[config.mk]
export PLATFORM = sky130hd
export DESIGN_NAME = priv_satp_ctrl
export DESIGN_NICKNAME = d
export VERILOG_FILES = /design/src/rtl/priv_satp_ctrl.sv
export SDC_FILE = /design/constraint.sdc
export NUM_CORES = 1
export LEC_CHECK = 0
export CORE_ASPECT_RATIO = 2
export CORE_UTILIZATION = 50
export CTS_CLUSTER_SIZE = 20
export DETAILED_ROUTE_END_ITERATION = 12
export GPL_TIMING_DRIVEN = 0
export PLACE_DENSITY_LB_ADDON = 0.1
export SYNTH_ARGS = -nofsm -noshare
export SYNTH_HDL_FRONTEND = slang
export SYNTH_SLANG_ARGS = --single-unit
[constraint.sdc]
create_clock -name i_clk -period 4.9 [get_ports i_clk]
set_input_delay 0.98 -clock i_clk [delete_from_list [all_inputs] [get_ports i_clk]]
set_output_delay 0.98 -clock i_clk [all_outputs]
set_load 0.03 [all_outputs]
[src/rtl/priv_satp_ctrl.sv]
// Privilege level, misa.C and satp ownership for program_state packing.
// satp writes are committed only after a TLB-flush handshake (or timeout).
module priv_satp_ctrl #(
  parameter logic [1:0] RESET_PRIV    = 2'b11,
  parameter int         FLUSH_TIMEOUT = 64
) (
  input  logic        i_clk,
  input  logic        i_rst_n,
  input  logic        i_trap_valid,
  input  logic        i_trap_to_s,
  input  logic        i_mret,
  input  logic        i_sret,
  input  logic        i_isa_c_wr_valid,
  input  logic        i_isa_c_wr_data,
  input  logic        i_satp_wr_valid,
  input  logic [31:0] i_satp_wr_data,
  output logic        o_satp_wr_ready,
  output logic        o_tlb_flush_req,
  input  logic        i_tlb_flush_ack,
  output logic [1:0]  o_priv,
  output logic        o_isa_c,
  output logic [31:0] o_satp,
  output logic        o_illegal_xret,
  output logic        o_flush_timeout,
  output logic        o_ps_changed,
  input  logic [31:0] i_log_fd
);

  localparam logic [1:0] PRIV_U = 2'b00;
  localparam logic [1:0] PRIV_S = 2'b01;
  localparam logic [1:0] PRIV_M = 2'b11;

  localparam int CW = (FLUSH_TIMEOUT > 2) ? $clog2(FLUSH_TIMEOUT) : 1;
  localparam logic [CW-1:0] CNT_LAST = CW'(FLUSH_TIMEOUT - 1);

  typedef enum logic {
    S_IDLE,
    S_FLUSH
  } state_t;

  state_t          state;
  logic [1:0]      mpp;
  logic            spp;
  logic [31:0]     pending;
  logic [CW-1:0]   cnt;

  logic [1:0]      priv_n;
  logic [1:0]      mpp_n;
  logic            spp_n;
  logic            illegal_n;
  logic            isa_c_n;
  logic            timeout_hit;
  logic            commit;

  // The log descriptor only feeds simulation-side tracing elsewhere.
  logic unused_log_fd;
  assign unused_log_fd = ^i_log_fd;

  always_comb begin
    priv_n    = o_priv;
    mpp_n     = mpp;
    spp_n     = spp;
    illegal_n = 1'b0;
    if (i_trap_valid) begin
      if (i_trap_to_s && (o_priv != PRIV_M)) begin
        spp_n  = o_priv[0];
        priv_n = PRIV_S;
      end else begin
        mpp_n  = o_priv;
        priv_n = PRIV_M;
      end
    end else if (i_mret) begin
      if (o_priv == PRIV_M) begin
        priv_n = mpp;
        mpp_n  = PRIV_U;
      end else begin
        illegal_n = 1'b1;
      end
    end else if (i_sret) begin
      if (o_priv != PRIV_U) begin
        priv_n = {1'b0, spp};
        spp_n  = 1'b0;
      end else begin
        illegal_n = 1'b1;
      end
    end
  end

  always_comb begin
    isa_c_n     = i_isa_c_wr_valid ? i_isa_c_wr_data : o_isa_c;
    timeout_hit = (FLUSH_TIMEOUT != 0) && (cnt == CNT_LAST) && !i_tlb_flush_ack;
    commit      = (state == S_FLUSH) && (i_tlb_flush_ack || timeout_hit);
  end

  always_ff @(posedge i_clk or negedge i_rst_n) begin
    if (!i_rst_n) begin
      o_priv          <= RESET_PRIV;
      mpp             <= PRIV_U;
      spp             <= 1'b0;
      o_isa_c         <= 1'b1;
      o_satp          <= '0;
      pending         <= '0;
      cnt             <= '0;
      state           <= S_IDLE;
      o_satp_wr_ready <= 1'b1;
      o_tlb_flush_req <= 1'b0;
      o_illegal_xret  <= 1'b0;
      o_flush_timeout <= 1'b0;
      o_ps_changed    <= 1'b0;
    end else begin
      o_priv          <= priv_n;
      mpp             <= mpp_n;
      spp             <= spp_n;
      o_isa_c         <= isa_c_n;
      o_illegal_xret  <= illegal_n;
      o_flush_timeout <= 1'b0;
      o_ps_changed    <= (priv_n != o_priv) || (isa_c_n != o_isa_c) ||
                         (commit && (pending != o_satp));
      case (state)
        S_IDLE: begin
          if (i_satp_wr_valid) begin
            pending         <= i_satp_wr_data;
            cnt             <= '0;
            state           <= S_FLUSH;
            o_satp_wr_ready <= 1'b0;
            o_tlb_flush_req <= 1'b1;
          end
        end
        S_FLUSH: begin
          if (commit) begin
            o_satp          <= pending;
            state           <= S_IDLE;
            o_satp_wr_ready <= 1'b1;
            o_tlb_flush_req <= 1'b0;
            o_flush_timeout <= timeout_hit;
          end else begin
            cnt <= cnt + 1'b1;
          end
        end
        default: state <= S_IDLE;
      endcase
    end
  end

endmodule

After elaboration in Yosys (flattened, before gate mapping)

Cells that the tools add are included.

Bits of input ports: 74
Output and inout port bits: 40
Bits in registers: 82

Bitwise gates (word level): 1
Equal/unequal tests: 12
Add/sub/neg operators: 1
Mux-type cells: 35
Reduce and logical (&&, ||, !) cells: 19

Operators by type and width:

| operator                                                         | number |
|---|---|
| 32-bit != test                                                   | 1 |
| 2-bit two-way mux                                                | 10 |
| 1-bit two-way mux                                                | 19 |
| 6-bit two-way mux                                                | 2 |
| 6-bit case mux with 2 select lines                               | 1 |
| 2-bit != test (second input constant)                            | 5 |
| 2-bit nonzero test                                               | 5 |
| 2-bit AND reduction                                              | 4 |
| 6-bit by 1-bit adder with 6-bit output (second input constant)   | 1 |
| 6-bit == test (second input constant)                            | 1 |
| 1-bit case mux with 2 select lines                               | 3 |
| 1-bit logical AND                                                | 4 |
| 2-bit by 1-bit != test with 1-bit output (second input constant) | 2 |
| 4-bit AND reduction                                              | 1 |
| 1-bit logical OR                                                 | 3 |
| 3-bit AND reduction                                              | 1 |
| 2-bit == test (second input constant)                            | 1 |
| 2-bit != test                                                    | 1 |
| 1-bit logical NOT                                                | 1 |
| 1-bit != test                                                    | 1 |
| 1-bit inverter                                                   | 1 |

Depth between registers and ports, before layout

Depth in word-level cells: 8
Mapped depth: 7

Least setup slack after synthesis

OpenSTA, ideal clock, no wires.

Kind: input port to flip-flop
Start point: in i_trap_valid
End point: reg o_ps_changed
Setup time: 143 ps
Cell stages on the path: 6
Data required time: 4757 ps
Slack: 2972 ps
Arrival time: 1784 ps
Cells stage by stage: clkbuf_1 > inv_1 > o21a_1 > o32ai_1 > a311oi_1 > o221ai_1

Word-level cells in the longest chain between the ends: 4

Ends and longest elaborated chain:

| element                       | RTL line | source |
|---|---|---|
| start, declared               | 9        | `input logic i_trap_valid,` |
| 2-bit two-way mux             | 64       | `if (i_trap_valid) begin` |
| 2-bit != test                 | 117      | `o_ps_changed <= (priv_n != o_priv) \|\| (isa_c_n != o_isa_c) \|\|` |
| 1-bit logical OR (2 in a row) | 117      |  |
| end signal, assigned          | 117      |  |
| end, declared                 | 25       | `output logic o_ps_changed,` |

Every way passes these cells.
A chain may end at the register's enable or synchronous reset.

Worst setup path in the final report

Start point: reg o_isa_c
End point: out o_isa_c

RTL lines:

| element                | RTL line | source |
|---|---|---|
| start, declared        | 21       | `output logic o_isa_c,` |
| start signal, assigned | 114      | `o_isa_c <= isa_c_n;` |

No word-level cell between the ends.

==> summary.md <==
| Metric | Value |
|---|---|
| DR DRC count | 0 |
| CP cell instances | clkdlybuf4s50_1 |
| Initial core utilization | 52.1% |
| Cell taking the most area after synthesis | dfrtp_1 |
| Measured slew at the worst slew-check pin | about 0.6 ns |
| Commonest non-fill, non-tap cell in the layout | nand2_1 |
| Post-Synthesis Cell Area | 0.00379 mm2 |
| Multi-input logic area | 0.00163 mm2 |
| Outcome | finished clean |
| Routed wl met2 | 4680 um |
| GPL Wtd Cong | 0.804 |
| Largest net degree at the start of global routing | 60 |
| Maximum VDD drop | about 0.00033 V |
| Synth Flop Type | dfrtp_1 |
| Final net count | 516 |
| Crit-path slowest cell | clkdlybuf4s50_1 |
| Net count of the mapped netlist | 423 |
| Worst-path clk slew | 0.06 ns |
| CP Data Required Time | 3.92 ns |
| Share of the synthesized area in the top cell type | 51.5% |
| Synth Warn # | 0 |
| Post-DR wirelength/cell | roughly 16 um |
| Crit-path max cell delay | approximately 0.66 ns |
| Die X-Extent | 63.6 um |
| Post-CTS Setup Inserts | 0 |
| Clock skew | 0.00955 ns |
| Cts hold-fix bufs | 0 |
| Clk_lat worst skew | 0.34 ns |
| Synth async-reset ratio | 100% |
| Crit path launch type | flop |
| Hold Slack | 0.488 ns |
| Syn Area/Cell | 10.9 um2 |
| Inserted Clock Buffers | 9 |
| Gr ovfl total | 0 |
| Tot GR Track Use | 23.6% |
| Antenna cells | 0 |
| First DRT Iteration DRCs | about 180 |
| Die Ht | 125 um |
| M1 wire length | ~3300 um |
| Final wirelength | 8490 um |
| CP Buf/Inv Count | 1 |
| Final slew viol count | 0 |
| CTS sink count | 82 |
| Post-synth EDFFs | 0 |
| Power density over the cells | 538 mW/mm2 |
| Leakage | 2.42 nW |
| Fill count | 585 |
| Global-route wire length before repair | ~14000 um |
| CP top delay family | buffers and inverters |
| Top sig layer | met4 |
| Final Setup Violations | 0 |
| Vias in the first global route | 2939 |
| Clock Path Buffers | 2 |
| Register bit total from synthesis | 82 |
| Port bufs | 81 |
| Htree depth | 3 |
| Vias per cell | 5.29 |
| CORE AREA | 0.00727 mm2 |
| WL met3 | 304 um |
| Hold Path Class | reg -> reg |
| Share of cells above drive strength 1 | 14.3% |
| Yosys cell types | 39 |
| Tcrit/Tclk final | 51.4% |
| Die ar. | 0.00795 mm2 |
| Synth-to-layout area growth | 33.2% |
| RSZ-0062 raised after global routing | false |
| Synth Instances | 348 |
| CP endpoint kind | primary output |
| Register area share after synthesis | 54.3% |
| Via count | around 2800 |
| Final critical-path required period | 2.52 ns |
| Max Cap Viol | 0 |
| Worst Path Max Fanout | 3 |
| CTS tree | built |
| Sequential cell area | 0.00206 mm2 |
| Synth top area cells | dfrtp_1 52%, mux2_4 11%, nand2_1 11% |
| Hold violation count in the final report | 0 |
| Core Rows | 44 |
| CP Class | reg -> out |
| Post-route antenna net violation count | 0 |
| Leading cell types in the layout, fill and taps excluded | 106 x nand2_1, 80 x clkdlybuf4s50_1, 78 x dfrtp_1 |
| Max transition margin | 60.3% |
| Initial antenna violation count | 0 |
| CTS root buffer | clkbuf_16 |
| Hpwl dp | 5950 um |
| IO Pins | 114 |
| Worst EP arrival | 1.54 ns |
| Post-cts sizing count | 0 |
| DR pass1 iterations | 4 |
| Fmax | ~400 MHz |
| Setup Total Neg Slack | 0 ns |
## layer usage
| metal | track usage [%] | up-vias |
|---|---|---|
| met5 | 0 | - |
| met4 | 9.63 | 0 |
| met3 | 5.47 | 13 |
| met2 | 42.7 | 82 |
| met1 | 25.6 | 1406 |
| li1 | - | 1344 |
## registers in the layout, indices dropped and copies added (netlist names), 2 cells and up
register / cells
mpp: 2
pending: 32
o_satp: 32
o_priv: 2
cnt: 6
## cells by family (layout without fill, tap and decap cells)
logic type	Yosys count	in the layout	synth area share [%]
simple gates	144	144	16.5
xor+xnor	35	35	8.09
compound gates	32	32	5.52
fa+ha+maj	1	1	0.330
buf+inv	21	119	2.74
flops	82	82	54.3
mux	33	33	12.5
## stage by stage
stage / instance area, um2 / total power [mW] / util [%] / instances / setup WS (ns)
6_report: 5040 / 2.71 / 69.4 / 538 / 2.38
5_1_grt: 5040 / 2.85 / 69.4 / 538 / 2.33
4_1_cts: 5040 / 2.73 / 69.4 / 538 / 2.37
3_5_place_dp: 4740 / 2.05 / 65.2 / 522 / 2.19
3_3_place_gp: 4710 / 2.02 / 64.9 / 521 / 0.0332
2_1_floorplan: 3790 / 1.65 / - / 348 / 2.97
## power breakdown
part	total [mW]	internal, mW	switching [mW]
clock network	0.672	0.408	0.265
registers	1.05	0.867	0.180
logic	0.992	0.484	0.508
## synthesized netlist by cell type, types with 2 or more instances
| master | count |
|---|---|
| o21ai_0 | 8 |
| nor4_1 | 8 |
| o211ai_1 | 2 |
| o22ai_1 | 3 |
| buf_1 | 3 |
| mux2_4 | 27 |
| nand3_1 | 7 |
| a21oi_1 | 8 |
| dfrtp_1 | 78 |
| nor2_1 | 6 |
| a41oi_1 | 2 |
| xor2_1 | 34 |
| buf_6 | 3 |
| nand4_1 | 2 |
| buf_2 | 2 |
| inv_1 | 5 |
| nand2b_1 | 5 |
| nor3_1 | 2 |
| nor2b_1 | 4 |
| dfstp_2 | 4 |
| nand2_1 | 106 |
| clkbuf_1 | 7 |
| mux2_2 | 6 |
## final cells by class
type	count	share of cell area (%)
Clock buffer	10	4.74
Timing Repair Buffer	82	16.6
Inverter	6	0.446
Clock inverter	6	1.31
Sequential cell	82	40.8
Buffer	15	1.61
Multi-Input combinational cell	245	32.3
Tap cell	92	2.28
## worst paths after layout
kind / startpoint / depth (start not counted) / slack (ns) / end
max in group asynchronous: i_rst_n / 2 / 3.71 / o_satp_wr_ready
min in group asynchronous: i_rst_n / 1 / 0.54 / mpp[0]
min reg2reg: o_satp_wr_ready / 2 / 0.49 / o_satp_wr_ready
max: o_isa_c / 1 / 2.38 / o_isa_c
min: o_satp_wr_ready / 2 / 0.49 / o_satp_wr_ready
max reg2reg: cnt[0] / 7 / 2.89 / o_satp[14]
Power figures use the tool's default switching activity.
